<file path="config.mk">
export PLATFORM = sky130hd
export DESIGN_NAME = alu_regfile_sequencer
export DESIGN_NICKNAME = d
export VERILOG_FILES = /design/src/rtl/alu_regfile_sequencer.sv
export SDC_FILE = /design/constraint.sdc
export NUM_CORES = 1
export LEC_CHECK = 0
export ABC_AREA = 1
export CORE_UTILIZATION = 40
export CTS_BUF_LIST = sky130_fd_sc_hd__clkbuf_4 sky130_fd_sc_hd__clkbuf_8
export DETAILED_ROUTE_END_ITERATION = 12
export GPL_ROUTABILITY_DRIVEN = 0
export PLACE_DENSITY = 0.68
export SYNTH_ARGS = -nofsm -noshare
export SYNTH_HDL_FRONTEND = slang
export SYNTH_SLANG_ARGS = --single-unit
</file>
<file path="constraint.sdc">
create_clock -name clk -period 3.1 [get_ports clk]
set_clock_uncertainty 0.2 [all_clocks]
set_input_delay 0.62 -clock clk [delete_from_list [all_inputs] [get_ports clk]]
set_output_delay 0.62 -clock clk [all_outputs]
set_load 0.1 [all_outputs]
</file>
<file path="src/rtl/alu_regfile_sequencer.sv">
// alu_regfile_sequencer
//
// Purpose:
//   Drives an external register file and ALU through a fixed self-test
//   program. Each step loads two operands derived from the step index k
//   into registers 1 and 2, holds the ALU operand selects for SETTLE_CYCLES
//   cycles, then captures the ALU result. The result is folded into an XOR
//   signature, and overflow/branch flags are counted with saturation. The
//   optional WRITEBACK state stores the captured result into register 3.
//
// Configuration:
//   SEQ_WRITEBACK_EN  defined   -> WRITEBACK state included (5-cycle step
//                                  with SETTLE_CYCLES=1)
//                     undefined -> CAPTURE ends the step (4-cycle step)
//
// Parameters:
//   NUM_STEPS      program steps per run (1..256)
//   SETTLE_CYCLES  EXEC cycles held before capture (1..15)
//
// Ports:
//   clk          rising-edge clock
//   reset        synchronous, active-low reset
//   start        one-cycle run request (ignored while busy)
//   rd0_addr     register-file read port 0 address
//   rd1_addr     register-file read port 1 address
//   wr_addr      register-file write address
//   wr_data      register-file write data (bit 8 always 0)
//   wr_en        register-file write strobe
//   instr_i      tied to 8'h00
//   alu_src1/2   tied to 0 (register operands)
//   alu_op       ALU operation select
//   result       ALU result
//   ovf          ALU overflow flag
//   take_branch  ALU branch flag
//   busy         high while a run is in progress
//   done         high while in DONE
//   signature    XOR of all captured results
//   led          mirror of signature
//   ovf_count    saturating count of captures with ovf=1
//   br_count     saturating count of captures with take_branch=1

module alu_regfile_sequencer #(
  parameter int NUM_STEPS     = 8,
  parameter int SETTLE_CYCLES = 1
) (
  input  logic       clk,
  input  logic       reset,
  input  logic       start,
  output logic [1:0] rd0_addr,
  output logic [1:0] rd1_addr,
  output logic [1:0] wr_addr,
  output logic [8:0] wr_data,
  output logic       wr_en,
  output logic [7:0] instr_i,
  output logic       alu_src1,
  output logic       alu_src2,
  output logic [2:0] alu_op,
  input  logic [7:0] result,
  input  logic       ovf,
  input  logic       take_branch,
  output logic       busy,
  output logic       done,
  output logic [7:0] signature,
  output logic [7:0] led,
  output logic [7:0] ovf_count,
  output logic [7:0] br_count
);

  localparam logic [2:0] IDLE      = 3'd0;
  localparam logic [2:0] LOAD_A    = 3'd1;
  localparam logic [2:0] LOAD_B    = 3'd2;
  localparam logic [2:0] EXEC      = 3'd3;
  localparam logic [2:0] CAPTURE   = 3'd4;
  localparam logic [2:0] DONE      = 3'd5;
`ifdef SEQ_WRITEBACK_EN
  localparam logic [2:0] WRITEBACK = 3'd6;
`endif

  localparam logic [7:0] LAST_K      = 8'(NUM_STEPS - 1);
  localparam logic [3:0] SETTLE_LAST = 4'(SETTLE_CYCLES - 1);

  logic [2:0] state;
  logic [7:0] k;
  logic [3:0] settle_cnt;
  logic [7:0] k_times_17;
  logic       last_step;
`ifdef SEQ_WRITEBACK_EN
  logic [7:0] captured;
`endif

  // Product truncated to 8 bits gives (k*17) mod 256 directly.
  assign k_times_17 = k * 8'd17;
  assign last_step  = (k == LAST_K);

  always_ff @(posedge clk) begin
    if (!reset) begin
      state      <= IDLE;
      k          <= 8'd0;
      settle_cnt <= 4'd0;
      signature  <= 8'd0;
      ovf_count  <= 8'd0;
      br_count   <= 8'd0;
`ifdef SEQ_WRITEBACK_EN
      captured   <= 8'd0;
`endif
    end else begin
      case (state)
        // Results stay frozen in DONE until a new start clears them.
        IDLE, DONE: begin
          if (start) begin
            state     <= LOAD_A;
            k         <= 8'd0;
            signature <= 8'd0;
            ovf_count <= 8'd0;
            br_count  <= 8'd0;
          end
        end
        LOAD_A: state <= LOAD_B;
        LOAD_B: begin
          state      <= EXEC;
          settle_cnt <= 4'd0;
        end
        EXEC: begin
          if (settle_cnt == SETTLE_LAST) begin
            state <= CAPTURE;
          end else begin
            settle_cnt <= settle_cnt + 4'd1;
          end
        end
        CAPTURE: begin
          signature <= signature ^ result;
          if (ovf && (ovf_count != 8'hFF)) begin
            ovf_count <= ovf_count + 8'd1;
          end
          if (take_branch && (br_count != 8'hFF)) begin
            br_count <= br_count + 8'd1;
          end
`ifdef SEQ_WRITEBACK_EN
          captured <= result;
          state    <= WRITEBACK;
`else
          if (last_step) begin
            state <= DONE;
          end else begin
            k     <= k + 8'd1;
            state <= LOAD_A;
          end
`endif
        end
`ifdef SEQ_WRITEBACK_EN
        WRITEBACK: begin
          if (last_step) begin
            state <= DONE;
          end else begin
            k     <= k + 8'd1;
            state <= LOAD_A;
          end
        end
`endif
        default: state <= IDLE;
      endcase
    end
  end

  // Register-file and ALU drive is a pure function of state and k, so every
  // state not listed here (IDLE, DONE) drives all zeros.
  always_comb begin
    wr_en    = 1'b0;
    wr_addr  = 2'd0;
    wr_data  = 9'd0;
    rd0_addr = 2'd0;
    rd1_addr = 2'd0;
    alu_op   = 3'd0;
    case (state)
      LOAD_A: begin
        wr_en   = 1'b1;
        wr_addr = 2'd1;
        wr_data = {1'b0, k_times_17};
      end
      LOAD_B: begin
        wr_en   = 1'b1;
        wr_addr = 2'd2;
        wr_data = {1'b0, 8'hFF - k};
      end
      EXEC, CAPTURE: begin
        rd0_addr = 2'd1;
        rd1_addr = 2'd2;
        alu_op   = k[2:0];
      end
`ifdef SEQ_WRITEBACK_EN
      WRITEBACK: begin
        wr_en   = 1'b1;
        wr_addr = 2'd3;
        wr_data = {1'b0, captured};
      end
`endif
      default: ;
    endcase
  end

  assign busy     = (state != IDLE) && (state != DONE);
  assign done     = (state == DONE);
  assign led      = signature;
  assign instr_i  = 8'h00;
  assign alu_src1 = 1'b0;
  assign alu_src2 = 1'b0;

endmodule

</file>
==> results.sh <==
export IMPL_outcome="complete, but fails checks"
export IMPL_failed_checks="design-rule violations"
export IMPL_layout_min_cycle_time_ns=3.02
export IMPL_fin_crit_sh=0.973
export IMPL_final_util=0.536
export IMPL_ys_types=39
export IMPL_wl_per_cell_um=11.9
export IMPL_core_area_mm2=0.00649
export IMPL_slew_viol_final=0
export IMPL_synth_fa_ha_area_frac=0.0483
export IMPL_cts_htree_levels=2
export IMPL_relSlewSlack=0.585
export IMPL_die_y_um=84.8
export IMPL_reg2reg_from="state[2]"
export IMPL_p_clk_frac=0.141
export IMPL_dpl_hpwl_um=4460
export IMPL_drt_initial_drc_count=129
export IMPL_vias=2611
export IMPL_ys_async_sr_fraction=0
export IMPL_gr_usage_met2=0.305
export IMPL_p_per_area_mw_per_mm2=727
export IMPL_ir_worst_vdd_uv=451
export IMPL_die_x_um=84.8
export IMPL_worst_pin_slew_ns=0.621
export IMPL_synth_xor_area_share=0.0255
export IMPL_max_freq_mhz=332
export IMPL_synth_simple_area_share=0.365
export IMPL_ant_nets=0
export IMPL_dieArea_mm2=0.00720
export IMPL_synthMuxAreaShare=0
export IMPL_synthCells=396
export IMPL_worst_setup_path_start_kind="flop"
export IMPL_crit_type="reg -> out"
export IMPL_setup_viol=0
export IMPL_cts_max_path_buffers=2
export IMPL_first_global_vias=2314
export IMPL_arrival_ns=2.20
export IMPL_clock_root_buffer="clkbuf_8"
export IMPL_clk_latency_ns=0.29
export IMPL_cts_reportedPaths_clkPinSlew_ns=0.08
export IMPL_synth_edf_count=0
export IMPL_cts_tree="built"
export IMPL_min_from="k[5]"
export IMPL_io_pins=76
export IMPL_cpMaxStageDelayCell="dfxtp_2"
export IMPL_synth_compound_area_frac=0.126
export IMPL_grt_max_degree=25
export IMPL_path_common_cell="ha_1"
export IMPL_grt_use_met1=0.229
export IMPL_cp_cell_sequence="ha_1 > ha_1 > fa_2 > xnor2_2 > a21oi_1 > o21ai_1 > o21ai_2 > buf_12"
export IMPL_cp_endpoint="wr_data[7]"
export IMPL_synth_top_family_by_area="simple AND/OR/NAND/NOR gates"
export IMPL_endpoint_kind="primary output"
export IMPL_finalNetCount=471
export IMPL_grt_use_total=0.177
export IMPL_swShare=0.571
export IMPL_drc=6
export IMPL_synth_seq_area_share=0.285
export IMPL_dr_pass1_iters=9
export IMPL_syn_avg_cell_area_um2=6.93
export IMPL_antenna_cells=0
export IMPL_combPwrFrac=0.614
export IMPL_port_buffers=62
export IMPL_switching_power_w=0.00144
export IMPL_area_growth_syn_to_layout_pct=26.8
export IMPL_path_max_fanout=7
export IMPL_cellLeakagePower_nw=1.46
export IMPL_crit_start="k[5]"
export IMPL_grt_first_pass_wirelength_um=10500
export IMPL_synth_main_ff_cell="dfxtp_1"
export IMPL_wirelength_um=6280
export IMPL_cts_buffers=5
export IMPL_fin_setup_tns_ns=0
export IMPL_intPower_w=0.00108
export IMPL_rows=29
export IMPL_r2r_end="ovf_count[1]"
export IMPL_r2r_setup_slack_ns=0.85
export IMPL_reg2reg_depth=8
export IMPL_cts_hold_buffers=0
export IMPL_maxCapViolations=0
export IMPL_cpPeakStageDelay_ns=0.40
export IMPL_nFillCells=647
export IMPL_crit_required_ns=2.28
export IMPL_met3_usage=0.0311
export IMPL_numClockSinks=39
export IMPL_grt_remaining_overflow=0
export IMPL_drive_gt1_frac=0.254
export IMPL_syn_area_mm2=0.00274
export IMPL_antenna_found_initial=0
export IMPL_gr_max_usage_layer="met2"
export IMPL_power_share_sequential=0.245
export IMPL_worst_hold_path_type="reg -> reg"
export IMPL_avgViaCountPerCell=4.96
export IMPL_synth_seq_cells=39
export IMPL_start_util=0.422
export IMPL_hold_viol=0
export IMPL_yosys_warnings=0
[sequential cells by signal (all words and copies together) (netlist names)]
| name | count |
|---|---|
| settle_cnt | 4 |
| state | 3 |
| br_count | 8 |
| led | 8 |
| k | 8 |
| ovf_count | 8 |
[per-stage QoR]
step           instances  instance area, µm²  worst slack [ns]  hold slack (ns)  power [W]
6_report             526                3480            0.0846            0.321    0.00253
5_1_grt              526                3480          -0.00178            0.351    0.00264
3_3_place_gp         516                3360             0.292            0.306    0.00218
2_1_floorplan        408                2820            -0.144            0.288    0.00187
4_1_cts              524                3450            0.0216            0.323    0.00255
3_5_place_dp         516                3360             0.253            0.316    0.00219
[routing by layer]
layer  wire length (µm)  vias up
met3                255        7
met2               2970       65
met5                  0        -
li1                   -     1358
met1               2980     1181
met4                 72        0
[power by group through the flow]
stage	Clock, W	Combinational, W	Sequential [W]
4_1_cts	0.000367	0.00156	0.000620
6_report	0.000356	0.00155	0.000619
3_5_place_dp	0	0.00156	0.000631
5_1_grt	0.000383	0.00163	0.000628
3_3_place_gp	0	0.00155	0.000628
2_1_floorplan	0	0.00101	0.000858
[cell families (layout without fill, tap and decap cells)]
group / count (synthesis) / count (layout)
AND/OR/NAND/NOR: 201 / 201
buffers and inverters: 76 / 117
AO/OA/AOI/OAI: 61 / 61
flip-flops: 39 / 39
adder cells (fa/ha/maj): 10 / 10
XOR/XNOR: 8 / 8
other: 1 / 13
[timing repair]
item                       4_1_cts  5_1_grt
pin swaps                        0        0
setup endpoints to repair        1        1
setup buffers                    0        2
resized for setup                2        4
[layout by cell type (no fill, tap or decap), drive strengths merged, types with 2 or more instances in the layout]
master,netlist,final
nor3b,3,3
inv,40,40
xor2,6,6
nand4,6,6
xnor2,2,2
a21oi,35,35
ha,9,9
nor3,4,4
o21ai,20,20
nand3,43,43
clkinv,2,3
clkbuf,4,6
clkdlybuf4s50,0,12
nor2,45,45
dfxtp,39,39
buf,30,55
nand2,99,99
conb,1,13
o21bai,2,2
[final cells by class]
type / instances / area (µm²) / share of cell area
Timing Repair Buffer: 67 / 708 / 0.204
Clock inverter: 2 / 12.5 / 0.00360
Sequential cell: 39 / 787 / 0.226
Tap cell: 77 / 96.3 / 0.0277
Inverter: 42 / 163 / 0.0468
Multi-Input combinational cell: 293 / 1640 / 0.470
Clock buffer: 6 / 76.3 / 0.0219
[Yosys cell counts, types with 6 or more instances]
cell      n  share of area
dfxtp_1  39           0.28
nand2_1  88           0.12
o21ai_0  16          0.029
nand3_2  10          0.036
xor2_1    6          0.019
ha_1      9          0.041
a21oi_2   7          0.022
nand3_1  32          0.058
buf_4    22          0.060
nand4_1   6          0.014
a21oi_1  28          0.051
nor2_1   44          0.060
inv_1    36          0.049
[worst min path at each step]
stage,end,slack (ns),cells past startpoint
global route,led[0],0.35,2
floorplan,settle_cnt[3],0.29,2
global placement,settle_cnt[3],0.31,2
finish,k[5],0.32,2
detailed placement,settle_cnt[3],0.32,2
CTS,k[5],0.32,2
[critical path, delay by kind of cell, from the launching register on]
| family | cells | cell delay (ns) |
|---|---|---|
| buffers and inverters | 1 | 0.20 |
| flip-flops | 1 | 0.40 |
| adder cells (fa/ha/maj) | 3 | 0.82 |
| AO/OA/AOI/OAI | 3 | 0.32 |
| XOR/XNOR | 1 | 0.16 |
Note: power is estimated with default switching activity, not from simulation.
